`src/rtl/div_ctrl.sv`:
```
// rtl/div_ctrl.sv - iterative restoring divider sequencer/datapath for exe1
// Handles div.w/div.wu/mod.w/mod.wu; stalls the pipeline while a divide is in flight.
module div_ctrl #(
   parameter int WIDTH = 32
) (
   input  logic             clk,
   input  logic             rstn,
   input  logic             flush,
   input  logic             en_in,
   input  logic             op_signed,
   input  logic             op_mod,
   input  logic [WIDTH-1:0] src_a,
   input  logic [WIDTH-1:0] src_b,
   input  logic [4:0]       rd_in,
   output logic             stall_because_div,
   output logic [WIDTH-1:0] result,
   output logic             result_valid,
   output logic [4:0]       rd_out
);

   typedef enum logic [2:0] {IDLE, PREP, CALC, FIX, DONE} state_t;

   localparam logic [5:0] LAST = 6'(WIDTH - 1);

   state_t           state_q, state_d;
   logic [WIDTH-1:0] a_q, b_q, r_q;
   logic [5:0]       cnt_q;
   logic             sgn_q, mod_q, neg_q, neg_r;
   logic [4:0]       rd_q;

   logic [WIDTH:0]   shifted, diff;
   logic             ge;
   logic [WIDTH-1:0] r_next, q_next, a_abs, b_abs, q_fix, r_fix;

   // a_q holds the dividend, then collects quotient bits from the LSB as it shifts out.
   always_comb begin
      shifted = {r_q, a_q[WIDTH-1]};
      diff    = shifted - {1'b0, b_q};
      ge      = !diff[WIDTH];
      r_next  = ge ? diff[WIDTH-1:0] : {r_q[WIDTH-2:0], a_q[WIDTH-1]};
      q_next  = {a_q[WIDTH-2:0], ge};
      a_abs   = (sgn_q && a_q[WIDTH-1]) ? -a_q : a_q;
      b_abs   = (sgn_q && b_q[WIDTH-1]) ? -b_q : b_q;
      q_fix   = neg_q ? -a_q : a_q;
      r_fix   = neg_r ? -r_q : r_q;
   end

   always_ff @(posedge clk or negedge rstn) begin
      if (!rstn) state_q <= IDLE;
      else       state_q <= state_d;
   end

   always_comb begin
      state_d           = state_q;
      stall_because_div = 1'b0;
      result_valid      = 1'b0;
      case (state_q)
         IDLE: begin
            stall_because_div = en_in;
            if (en_in) state_d = PREP;
         end
         PREP: begin
            stall_because_div = 1'b1;
            state_d           = (b_q == '0) ? DONE : CALC;
         end
         CALC: begin
            stall_because_div = 1'b1;
            if (cnt_q == LAST) state_d = FIX;
         end
         FIX: begin
            stall_because_div = 1'b1;
            state_d           = DONE;
         end
         DONE: begin
            result_valid = 1'b1;
            state_d      = IDLE;
         end
         default: state_d = IDLE;
      endcase
      if (flush) begin
         state_d           = IDLE;
         stall_because_div = 1'b0;
         result_valid      = 1'b0;
      end
   end

   always_ff @(posedge clk or negedge rstn) begin
      if (!rstn) begin
         a_q    <= '0;
         b_q    <= '0;
         r_q    <= '0;
         cnt_q  <= '0;
         sgn_q  <= 1'b0;
         mod_q  <= 1'b0;
         neg_q  <= 1'b0;
         neg_r  <= 1'b0;
         rd_q   <= '0;
         result <= '0;
         rd_out <= '0;
      end else if (!flush) begin
         case (state_q)
            IDLE: begin
               if (en_in) begin
                  a_q   <= src_a;
                  b_q   <= src_b;
                  sgn_q <= op_signed;
                  mod_q <= op_mod;
                  rd_q  <= rd_in;
               end
            end
            PREP: begin
               r_q   <= '0;
               cnt_q <= '0;
               neg_q <= sgn_q && (a_q[WIDTH-1] ^ b_q[WIDTH-1]);
               neg_r <= sgn_q && a_q[WIDTH-1];
               if (b_q == '0) begin
                  // Divide by zero: all-ones quotient, remainder is the untouched dividend.
                  result <= mod_q ? a_q : '1;
                  rd_out <= rd_q;
               end else begin
                  a_q <= a_abs;
                  b_q <= b_abs;
               end
            end
            CALC: begin
               a_q   <= q_next;
               r_q   <= r_next;
               cnt_q <= cnt_q + 6'd1;
            end
            FIX: begin
               result <= mod_q ? r_fix : q_fix;
               rd_out <= rd_q;
            end
            default: ;
         endcase
      end
   end

endmodule

```
`config.mk`:
```
export PLATFORM = sky130hd
export DESIGN_NAME = div_ctrl
export DESIGN_NICKNAME = d
export VERILOG_FILES = /design/src/rtl/div_ctrl.sv
export SDC_FILE = /design/constraint.sdc
export NUM_CORES = 1
export LEC_CHECK = 0
export BUFFER_PORTS_ARGS = -buffer_cell sky130_fd_sc_hd__buf_2
export CORE_UTILIZATION = 60
export DETAILED_ROUTE_END_ITERATION = 16
export PLACE_DENSITY = 0.91
export SYNTH_ARGS = -nofsm -noshare
export SYNTH_HDL_FRONTEND = slang
export SYNTH_SLANG_ARGS = --single-unit
export TNS_END_PERCENT = 10
```
`constraint.sdc`:
```
create_clock -name clk -period 4.1 [get_ports clk]
set_input_delay 0.615 -clock clk [delete_from_list [all_inputs] [get_ports clk]]
set_output_delay 0.615 -clock clk [all_outputs]
set_load 0.02 [all_outputs]
```
==> impl_metrics.env <==
export IMPL_num_antenna_cells=0
export IMPL_synth_edff_count=0
export IMPL_area_growth_pct=12.27
export IMPL_async_flop_share=1.000
export IMPL_finalSetupViolations=0
export IMPL_multiInputGateArea_um2=6496
export IMPL_cap_violations=0
export IMPL_met3_usage=0.06711
export IMPL_gp_congestion=0.9200
export IMPL_slew_viol_final=0
export IMPL_drive_above_1_share=0.1365
export IMPL_peakVddDrop_mv=0.4542
export IMPL_r2r_end="r_q[18]"
export IMPL_clk_pin_slew_ns=0.07
export IMPL_ios=114
export IMPL_clock_skew_final_ns=0.009666
export IMPL_fin_nets=1520
export IMPL_avgSynthCellArea_um2=8.006
export IMPL_drc=0
export IMPL_period_needed_ns=3.942
export IMPL_core_area_um2=17420
export IMPL_setup_ws_ns=0.1579
export IMPL_postCtsSetupBuffers=0
export IMPL_grt_pass1_vias=10280
export IMPL_synth_warning_count=0
export IMPL_grt_overflow=0
export IMPL_wl_mm=30.96
export IMPL_outcome="complete, no violations"
export IMPL_drt_pass1_iter_count=7
export IMPL_drtIter0Drc=1275
export IMPL_track_usage=0.3437
export IMPL_use_met2=0.5425
export IMPL_grt_pass1_wl_mm=50.59
export IMPL_drtAntennaViolNets=0
export IMPL_critPathArrivalTime_ns=4.23
export IMPL_synth_cell_types=66
export IMPL_min_path_type="input pin to asynchronous set/reset pin"
export IMPL_grt_max_degree=95
export IMPL_tightest_slew_ns=0.9031
export IMPL_io_buffers=113
export IMPL_dieArea_um2=18470
export IMPL_cts_resized_gates=0
export IMPL_max_slew_margin_rel=0.3933
export IMPL_endpoint_kind="flip-flop"
export IMPL_start_util=0.6178
export IMPL_worstSetupPathType="flip-flop to flip-flop"
export IMPL_start_kind="flip-flop"
export IMPL_hold_violations=0
export IMPL_crit_required_ns=4.39
export IMPL_rr_startpoint="a_q[31]"
export IMPL_dp_hpwl_mm=21.24
export IMPL_die_y_um=135.9
export IMPL_leakagePower_nw=5.364
export IMPL_insertion_delay_ns=0.43
export IMPL_startpoint="a_q[31]"
export IMPL_r2r_slack_ns=0.16
export IMPL_met1_usage=0.4652
export IMPL_vias=11030
export IMPL_fillers=1339
export IMPL_tns_ns=0
export IMPL_ys_ff_latch=151
export IMPL_postCtsHoldBufs=0
export IMPL_layout_commonest_cell="nand2_1"
export IMPL_synth_ff_type="dfrtp_1"
export IMPL_root_buffer="clkbuf_16"
export IMPL_critPathMaxFanout=33
export IMPL_numCtsBuffers=17
export IMPL_synth_seq_area_share=0.3512
export IMPL_pre_cts_ws_ns=0.4105
export IMPL_syn_cell_area_um2=10760
export IMPL_htree_levels=4
export IMPL_avgRoutedWirePerCell_um=18.81
export IMPL_regArea_um2=3779
export IMPL_cts_buffer_depth=2
export IMPL_synthesis_nets=1456
export IMPL_syn_inst=1344
export IMPL_vias_per_cell=6.700
export IMPL_rr_worst_depth=14
export IMPL_crit_end="r_q[18]"
export IMPL_fin_crit_sh=0.9615
export IMPL_cts_tree="built"
export IMPL_num_rows=48
export IMPL_final_cell_mix="nand2_1 (185), dfrtp_1 (151), o21ai_0 (150)"
export IMPL_fmax_mhz=253.7
export IMPL_grt_antenna_before_repair=0
export IMPL_clock_sinks=151
export IMPL_power_density_nw_per_um2=611.1
export IMPL_top_usage_layer="met2"
export IMPL_die_w_um=135.9
export IMPL_rsz0062_at_grt="false"
==> state kept, by name, summed over array words and instances (netlist names) <==
register  count
a_q          32
b_q          32
cnt_q         6
mod_q         1
neg_q         1
neg_r         1
r_q          32
rd_out        5
rd_q          5
result       32
sgn_q         1
state_q       3
==> how the worst min path moves through the flow <==
| stage | start | endpoint | slack (ns) | depth (start not counted) |
|---|---|---|---|---|
| finish | rstn | rd_q[0] | 0.26 | 1 |
| global route | rstn | rd_q[0] | 0.34 | 1 |
| CTS | rstn | rd_out[2] | 0.31 | 1 |
| detailed placement | rd_q[1] | rd_out[1] | 0.46 | 2 |
| global placement | rd_q[3] | rd_out[3] | 0.44 | 2 |
| floorplan | rstn | a_q[0] | 0.32 | 0 |
==> cell type report <==
cell class / instances / share of cell area
multi-input combinational: 1057 / 0.5378
sequential: 151 / 0.3128
timing repair buffer: 133 / 0.06183
clock buffer: 21 / 0.03812
tap: 225 / 0.02330
inverter: 48 / 0.01491
clock inverter: 11 / 0.01129
==> cells by family after synthesis <==
group                    Yosys count  synth area share
multiplexers                      40           0.03814
AND/OR/NAND/NOR                  442            0.1930
flip-flops                       151            0.3512
AO/OA/AOI/OAI                    461            0.2624
adder cells (fa/ha/maj)           37           0.04372
buffers and inverters            136           0.04884
XOR/XNOR                          77           0.06267
==> routing by layer <==
layer / vias to the layer above / share of wire / routed length (um)
li1: 5047 / - / -
met1: 5144 / 0.41 / 12830
met2: 725 / 0.46 / 14100
met3: 112 / 0.098 / 3047
met4: 0 / 0.032 / 982
met5: - / 0 / 0
==> Yosys cell counts (7+ instances only) <==
library cell | count | area, um2
a221oi_1 | 22 | 192.7
and2_1 | 8 | 50.05
nor4_1 | 7 | 43.79
o21ai_0 | 150 | 750.7
a211oi_1 | 9 | 67.56
a21oi_1 | 108 | 540.5
dfrtp_1 | 151 | 3779
nor2_1 | 83 | 311.6
or2_2 | 8 | 50.05
o211ai_1 | 8 | 60.06
nor3b_1 | 9 | 67.56
xor2_1 | 52 | 455.4
o31ai_1 | 15 | 112.6
mux2_2 | 8 | 90.09
nand4_1 | 13 | 81.33
or3_1 | 25 | 156.4
nand2_1 | 185 | 694.4
ha_1 | 36 | 450.4
inv_1 | 48 | 180.2
and3_1 | 7 | 43.79
xnor2_1 | 25 | 219.0
o22ai_1 | 50 | 312.8
nand2b_1 | 10 | 62.56
a32oi_1 | 25 | 219.0
a31oi_1 | 14 | 87.58
a22oi_1 | 15 | 112.6
nor3_1 | 38 | 190.2
a21o_1 | 8 | 60.06
nand3_1 | 29 | 145.1
mux2i_1 | 32 | 320.3
clkbuf_1 | 77 | 289.0
==> critical path, stage by stage (launching register included) <==
cell	delay [ns]
dfrtp_1	0.48
inv_1	0.13
ha_1	0.23
inv_1	0.08
fa_1	0.22
a211oi_1	0.11
o211ai_1	0.30
nand2_1	0.15
o311ai_1	0.65
a31oi_1	0.18
a31oi_1	0.40
xor2_4	0.19
buf_12	0.25
mux2i_1	0.26
o21ai_0	0.13
==> stage by stage <==
step / util / power (mW) / cell area (um2) / hold WS (ns) / cells
after global placement: 0.6593 / 5.496 / 11480 / 0.4416 / 1614
after global routing: 0.6936 / 7.843 / 12080 / 0.3408 / 1646
after CTS: 0.6936 / 7.287 / 12080 / 0.3121 / 1646
after floorplan: - / 4.742 / 10760 / 0.3194 / 1344
final: 0.6936 / 7.382 / 12080 / 0.2573 / 1646
after detailed placement: 0.6593 / 5.647 / 11480 / 0.4552 / 1614
==> where the power goes <==
| group | leakage [nW] | internal [mW] | switching, mW |
|---|---|---|---|
| Clock | 0.291 | 0.943 | 0.673 |
| Sequential | 1.90 | 1.98 | 0.613 |
| Combinational | 3.17 | 1.18 | 1.99 |
| Total | 5.36 | 4.10 | 3.28 |
(Power assumes the default switching activity.)
